$ cat config.mk
export PLATFORM = sky130hd
export DESIGN_NAME = nttn_driver
export DESIGN_NICKNAME = d
export VERILOG_FILES = /design/src/rtl/nttn_driver.sv
export SDC_FILE = /design/constraint.sdc
export NUM_CORES = 1
export LEC_CHECK = 0
export BUFFER_PORTS_ARGS = -buffer_cell sky130_fd_sc_hd__buf_4
export CAP_MARGIN = 25
export CELL_PAD_IN_SITES_DETAIL_PLACEMENT = 0
export CELL_PAD_IN_SITES_GLOBAL_PLACEMENT = 1
export CORE_MARGIN = 2
export CORE_UTILIZATION = 34
export DETAILED_ROUTE_END_ITERATION = 10
export GPL_ROUTABILITY_DRIVEN = 0
export PLACE_DENSITY_LB_ADDON = 0.05
export SKIP_LAST_GASP = 1
export SLEW_MARGIN = 0
export SYNTH_ARGS = -nofsm -noshare
export SYNTH_HDL_FRONTEND = slang
export SYNTH_SLANG_ARGS = --single-unit
$ cat constraint.sdc
create_clock -name clk -period 6.7 [get_ports clk]
set_clock_uncertainty 0.15 [all_clocks]
set_input_delay 1.005 -clock clk [delete_from_list [all_inputs] [get_ports clk]]
set_output_delay 1.005 -clock clk [all_outputs]
set_load 0.01 [all_outputs]
$ cat src/rtl/nttn_driver.sv
// Host-side sequencer for the NTTN core: frames command/word streams onto din, fires start and
// forwards RING_SIZE result words. Define NTTN_DRV_TIMEOUT_EN to build the WAIT_DONE watchdog.
module nttn_driver #(
  parameter int unsigned DATA_SIZE  = 64,
  parameter int unsigned RING_DEPTH = 12,
  parameter int unsigned PE_DEPTH   = 3,
  parameter int unsigned GAP        = 5,
  parameter int unsigned TIMEOUT    = 65535
) (
  input  logic                 clk,
  input  logic                 reset,
  input  logic                 cmd_valid,
  input  logic [1:0]           cmd_op,
  output logic                 cmd_ready,
  input  logic                 s_valid,
  input  logic [DATA_SIZE-1:0] s_data,
  output logic                 s_ready,
  output logic                 m_valid,
  output logic [DATA_SIZE-1:0] m_data,
  output logic                 m_last,
  output logic [2:0]           err,
  input  logic                 err_clr,
  output logic                 load_w,
  output logic                 load_data,
  output logic                 start,
  output logic                 start_intt,
  output logic [DATA_SIZE-1:0] din,
  input  logic                 done,
  input  logic [DATA_SIZE-1:0] dout
);

  localparam int unsigned RING_SIZE = 1 << RING_DEPTH;
  localparam int unsigned W_COUNT   = ((1 << (RING_DEPTH - PE_DEPTH)) - 1 + PE_DEPTH) << PE_DEPTH;
  localparam int unsigned TW_WORDS  = 2 * W_COUNT + 2;

`ifdef NTTN_DRV_TIMEOUT_EN
  localparam int unsigned CntMaxT = TIMEOUT;
`else
  // No watchdog: TIMEOUT stays in the parameter list but sizes nothing.
  localparam int unsigned CntMaxT = (TIMEOUT > 0) ? 0 : 0;
`endif
  localparam int unsigned CntMaxA = (TW_WORDS > RING_SIZE) ? TW_WORDS : RING_SIZE;
  localparam int unsigned CntMaxB = (CntMaxA > GAP) ? CntMaxA : GAP;
  localparam int unsigned CntMax  = (CntMaxB > CntMaxT) ? CntMaxB : CntMaxT;
  localparam int unsigned CntW    = $clog2(CntMax + 1);

  typedef enum logic [2:0] {
    StIdle, StLoadPulse, StStream, StGapWait, StFire, StWaitDone, StSkip, StCapture
  } state_e;

  state_e               state_q, state_d;
  logic [CntW-1:0]      cnt_q, cnt_d;
  logic [1:0]           op_q, op_d;
  logic                 w_loaded_q, w_loaded_d;
  logic [DATA_SIZE-1:0] din_q, din_d;
  logic [DATA_SIZE-1:0] m_data_q, m_data_d;
  logic                 m_valid_q, m_valid_d;
  logic                 m_last_q, m_last_d;
  logic [2:0]           err_q, err_d, err_set;

  always_comb begin
    state_d    = state_q;
    cnt_d      = cnt_q;
    op_d       = op_q;
    w_loaded_d = w_loaded_q;
    din_d      = '0;
    m_data_d   = m_data_q;
    m_valid_d  = 1'b0;
    m_last_d   = 1'b0;
    err_set    = '0;
    cmd_ready  = 1'b0;
    s_ready    = 1'b0;
    load_w     = 1'b0;
    load_data  = 1'b0;
    start      = 1'b0;
    start_intt = 1'b0;

    unique case (state_q)
      StIdle: begin
        cmd_ready = 1'b1;
        cnt_d     = '0;
        if (cmd_valid) begin
          if (cmd_op == 2'd3 || (cmd_op != 2'd0 && !w_loaded_q)) begin
            err_set[2] = 1'b1;
          end else begin
            op_d    = cmd_op;
            state_d = StLoadPulse;
          end
        end
      end
      StLoadPulse: begin
        // This cycle carries word 0 of the stream.
        s_ready   = 1'b1;
        load_w    = (op_q == 2'd0);
        load_data = (op_q != 2'd0);
        cnt_d     = CntW'(1);
        state_d   = StStream;
      end
      StStream: begin
        s_ready = 1'b1;
        cnt_d   = cnt_q + CntW'(1);
        if ((op_q == 2'd0 && cnt_q == CntW'(TW_WORDS - 1)) ||
            (op_q != 2'd0 && cnt_q == CntW'(RING_SIZE - 1))) begin
          cnt_d = '0;
          if (op_q == 2'd0) begin
            w_loaded_d = 1'b1;
            state_d    = StIdle;
          end else begin
            state_d = StGapWait;
          end
        end
      end
      StGapWait: begin
        // First cycle still shows the last word on din, so GAP zero cycles follow it.
        cnt_d = cnt_q + CntW'(1);
        if (cnt_q == CntW'(GAP)) begin
          cnt_d   = '0;
          state_d = StFire;
        end
      end
      StFire: begin
        start      = (op_q == 2'd1);
        start_intt = (op_q == 2'd2);
        cnt_d      = '0;
        state_d    = StWaitDone;
      end
      StWaitDone: begin
        if (done) begin
          state_d = StSkip;
`ifdef NTTN_DRV_TIMEOUT_EN
        end else if (cnt_q == CntW'(TIMEOUT - 1)) begin
          err_set[1] = 1'b1;
          cnt_d      = '0;
          state_d    = StIdle;
        end else begin
          cnt_d = cnt_q + CntW'(1);
`endif
        end
      end
      StSkip: begin
        cnt_d   = '0;
        state_d = StCapture;
      end
      StCapture: begin
        // RING_SIZE capture cycles plus one to present the final word.
        cnt_d = cnt_q + CntW'(1);
        if (cnt_q == CntW'(RING_SIZE)) begin
          cnt_d   = '0;
          state_d = StIdle;
        end else begin
          m_valid_d = 1'b1;
          m_data_d  = dout;
          m_last_d  = (cnt_q == CntW'(RING_SIZE - 1));
        end
      end
      default: state_d = StIdle;
    endcase

    // NTTN cannot tolerate gaps, so a missing word becomes a zero slot plus an underrun flag.
    if (s_ready) begin
      din_d      = s_valid ? s_data : '0;
      err_set[0] = ~s_valid;
    end

    err_d = (err_clr ? 3'b000 : err_q) | err_set;
`ifndef NTTN_DRV_TIMEOUT_EN
    err_d[1] = 1'b0;
`endif
  end

  always_ff @(posedge clk) begin
    if (reset) begin
      state_q    <= StIdle;
      cnt_q      <= '0;
      op_q       <= 2'd0;
      w_loaded_q <= 1'b0;
      din_q      <= '0;
      m_data_q   <= '0;
      m_valid_q  <= 1'b0;
      m_last_q   <= 1'b0;
      err_q      <= '0;
    end else begin
      state_q    <= state_d;
      cnt_q      <= cnt_d;
      op_q       <= op_d;
      w_loaded_q <= w_loaded_d;
      din_q      <= din_d;
      m_data_q   <= m_data_d;
      m_valid_q  <= m_valid_d;
      m_last_q   <= m_last_d;
      err_q      <= err_d;
    end
  end

  assign din     = din_q;
  assign m_data  = m_data_q;
  assign m_valid = m_valid_q;
  assign m_last  = m_last_q;
  assign err     = err_q;

endmodule

==> metrics.yaml <==
crit_chain: "inv_1 > or3_1 > nor3b_1 > buf_4"
clock_latency_ns: 0.42
clk_path_buf_depth: 2
ys_async_sr_fraction_pct: 0
cts_hold_buf: 0
crit_required_ns: 5.54
io_pins: 275
cp_num_buf_inv: 2
final_nets: 997
core_region_area_um2: 15660
grt_pass1_wl_mm: 23.39
setup_viol: 0
worstMarginPinSlew_ns: 0.8860
cts_inserted_buffers: 17
r2r-start: "cnt_q[0]"
p_leak_nw: 3.491
areaGrowthSynthToFinish_pct: 50.62
fp.dieH_um: 129.9
cts_max_level: 4
slew_headroom_pct: 40.93
clockRootBuffer: "clkbuf_16"
synth_fp_nets: 740
firstDrtPassIters: 5
slowest_delay_ns: 0.56
synth-seq-cells: 152
crit_start: "state_q[2]"
crit_family: "simple AND/OR/NAND/NOR gates"
final_cells: 1087
post_cts_resized: 0
drc: 0
cts_setup_buffers: 0
rows: 46
place_hpwl_mm: 11.63
yosysTopAreaCellShare_pct: 56.49
cp_data_arrival_time_ns: 1.96
drive_gt1_share_pct: 36.62
rr_worst_depth: 8
regToRegSetupSlack_ns: 3.76
yosysSeqAreaShare_pct: 56.49
fin_setup_tns_ns: 0
vias_per_cell: 4.615
synth_area_um2: 5386
utilization_pct: 51.82
synth_cell_types: 50
drv_slew: 0
clock-sinks: 152
port_buffers: 273
synth_edf_count: 0
cts_tree: "yes"
overflow: 0
synthCells: 601
grt_max_degree: 81
n_antenna_cell: 0
start_util_pct: 34.41
nFillCells: 1497
dp_cells: 1055
routed_wl_mm: 15.83
peakVddDrop_uv: 192.2
fmax_ghz: 0.3215
routedWlPerCell_um: 14.56
die_w_um: 129.9
ant_nets: 0
synth.avg_cell_area_um2: 8.962
yosysWarningCount: 0
path_class: "reg -> out"
p_per_area_nw_per_um2: 264.3
cts.clk_slew.worst_paths_ns: 0.06
multi_input_area_um2: 2112
drt_iter0_markers: 265
hold_violations: 0
cp_max_fo: 12
cp-start-kind: "flip-flop"
die_area_um2: 16860
synthTopCellsByArea: "dfxtp_1 (56%), nand2_1 (10%), and2_1 (7.5%), a21oi_1 (6.4%), clkbuf_1 (2.0%)"
layout_min_cycle_time_ns: 3.111
grt_pass1_vias: 4669
antenna_found_initial: 0
timing.final.crit_share_pct: 46.43
rsz0062_at_grt: "no"
max_cap_violations: 0
hold_path.class: "reg -> reg"
slowest_stage: "dfxtp_1"
critPathCapture: "start_intt"
synth_area_leader_cell: "dfxtp_1"
cp_num_cells: 4
ys.flop_type: "dfxtp_1"
r2r_end: "m_last"
cp-end-kind: "primary output"
status: "complete, no violations"
vias: 5017
seqCellArea_um2: 3043
grt_usage_pct: 18.07
==> cells in the final DEF, fill, tap and decap left out, types with 2 or more instances in the layout <==
| master | instances |
|---|---|
| a21oi_1 | 69 |
| and2_1 | 65 |
| and3_1 | 3 |
| buf_4 | 278 |
| clkbuf_16 | 17 |
| clkinv_2 | 2 |
| clkinv_4 | 5 |
| clkinvlp_4 | 3 |
| dfxtp_1 | 152 |
| ha_1 | 3 |
| inv_1 | 9 |
| inv_6 | 2 |
| nand2_1 | 149 |
| nand2b_1 | 2 |
| nand3_1 | 12 |
| nor2_1 | 13 |
| nor2b_1 | 5 |
| nor3_1 | 8 |
| nor3b_1 | 3 |
| nor4_1 | 4 |
| nor4_4 | 2 |
| o211ai_1 | 6 |
| o21ai_0 | 15 |
| o21ai_1 | 4 |
| o221ai_1 | 2 |
| o311ai_1 | 2 |
| or3_1 | 2 |
| or4_1 | 2 |
| or4_4 | 2 |
| or4bb_1 | 2 |
| xor2_1 | 3 |
==> synthesized netlist by cell type, types with 4 or more instances <==
| cell | count |
|---|---|
| o21ai_0 | 15 |
| nand3_1 | 12 |
| buf_2 | 5 |
| dfxtp_1 | 152 |
| inv_1 | 9 |
| nor4_1 | 4 |
| o21ai_1 | 4 |
| buf_6 | 6 |
| and2_1 | 65 |
| a21oi_1 | 69 |
| clkbuf_1 | 28 |
| nand2_1 | 149 |
| nor3_1 | 8 |
| o211ai_1 | 6 |
| nor2_1 | 14 |
| nor2b_1 | 5 |
==> metal layers <==
metal  share of wire [%]  GRT usage, %
met1                  39         20.60
met2                  48         29.75
met5                   0             0
met3                  11         7.257
met4                 2.6         8.412
==> flip-flops by register name, summed over array words and instances, names as in the netlist <==
name        cells
op_q            2
m_valid         1
err             2
m_last          1
m_data         64
w_loaded_q      1
din            64
state_q         3
cnt_q          14
==> power by group <==
part	internal (mW)	total [mW]	switching [mW]
Clock	0.524	0.909	0.385
Combinational	0.144	0.269	0.126
Sequential	0.943	0.966	0.0225
Total	1.61	2.14	0.533
==> worst reg2reg max path: stages, from the launching register on <==
cell and delay [ns]:
dfxtp_1 0.36, inv_1 0.09, ha_1 0.15, or4bb_1 0.53, nor4_4 0.29, or2_2 0.46
buf_4 0.50, nor2_1 0.11, nor4b_1 0.18
==> area by class of cell <==
type                       instances  share of cell area (%)
inverter                           9                  0.4164
clock inverter                    13                   1.527
clock buffer                      19                   5.460
tap                              216                   3.331
multi-input combinational        400                   26.03
sequential                       152                   37.51
timing repair buffer             278                   25.72
==> stage by stage <==
| step | area [µm²] | hold slack, ns | total power, mW | setup slack (ns) |
|---|---|---|---|---|
| 3_3_place_gp | 7546 | 0.2929 | 1.254 | 3.736 |
| 5_1_grt | 8113 | 0.3254 | 2.241 | 3.380 |
| 4_1_cts | 8113 | 0.3052 | 2.174 | 3.586 |
| 3_5_place_dp | 7546 | 0.2966 | 1.257 | 3.698 |
| 2_1_floorplan | 5386 | 0.3135 | 1.099 | 4.404 |
| 6_report | 8113 | 0.3031 | 2.144 | 3.589 |
==> logic make-up after synthesis <==
kind of cell / synth area share [%]
AND/OR/NAND/NOR: 25.78
other: 0.06962
AO/OA/AOI/OAI: 11.68
XOR/XNOR: 0.6505
buffers and inverters: 4.437
adder cells (fa/ha/maj): 0.6969
multiplexers: 0.1858
flip-flops: 56.49
==> how the worst min path moves through the flow <==
stage               start          to  slack, ns  depth (start not counted)
6_report        m_data[0]   m_data[0]       0.30                          2
3_5_place_dp    m_data[8]   m_data[8]       0.30                          2
3_3_place_gp   m_data[30]  m_data[30]       0.29                          2
2_1_floorplan    cnt_q[8]    cnt_q[8]       0.31                          2
4_1_cts        m_data[61]  m_data[61]       0.31                          2
5_1_grt        m_data[61]  m_data[61]       0.33                          2
Note: power is estimated with default switching activity, not from simulation.
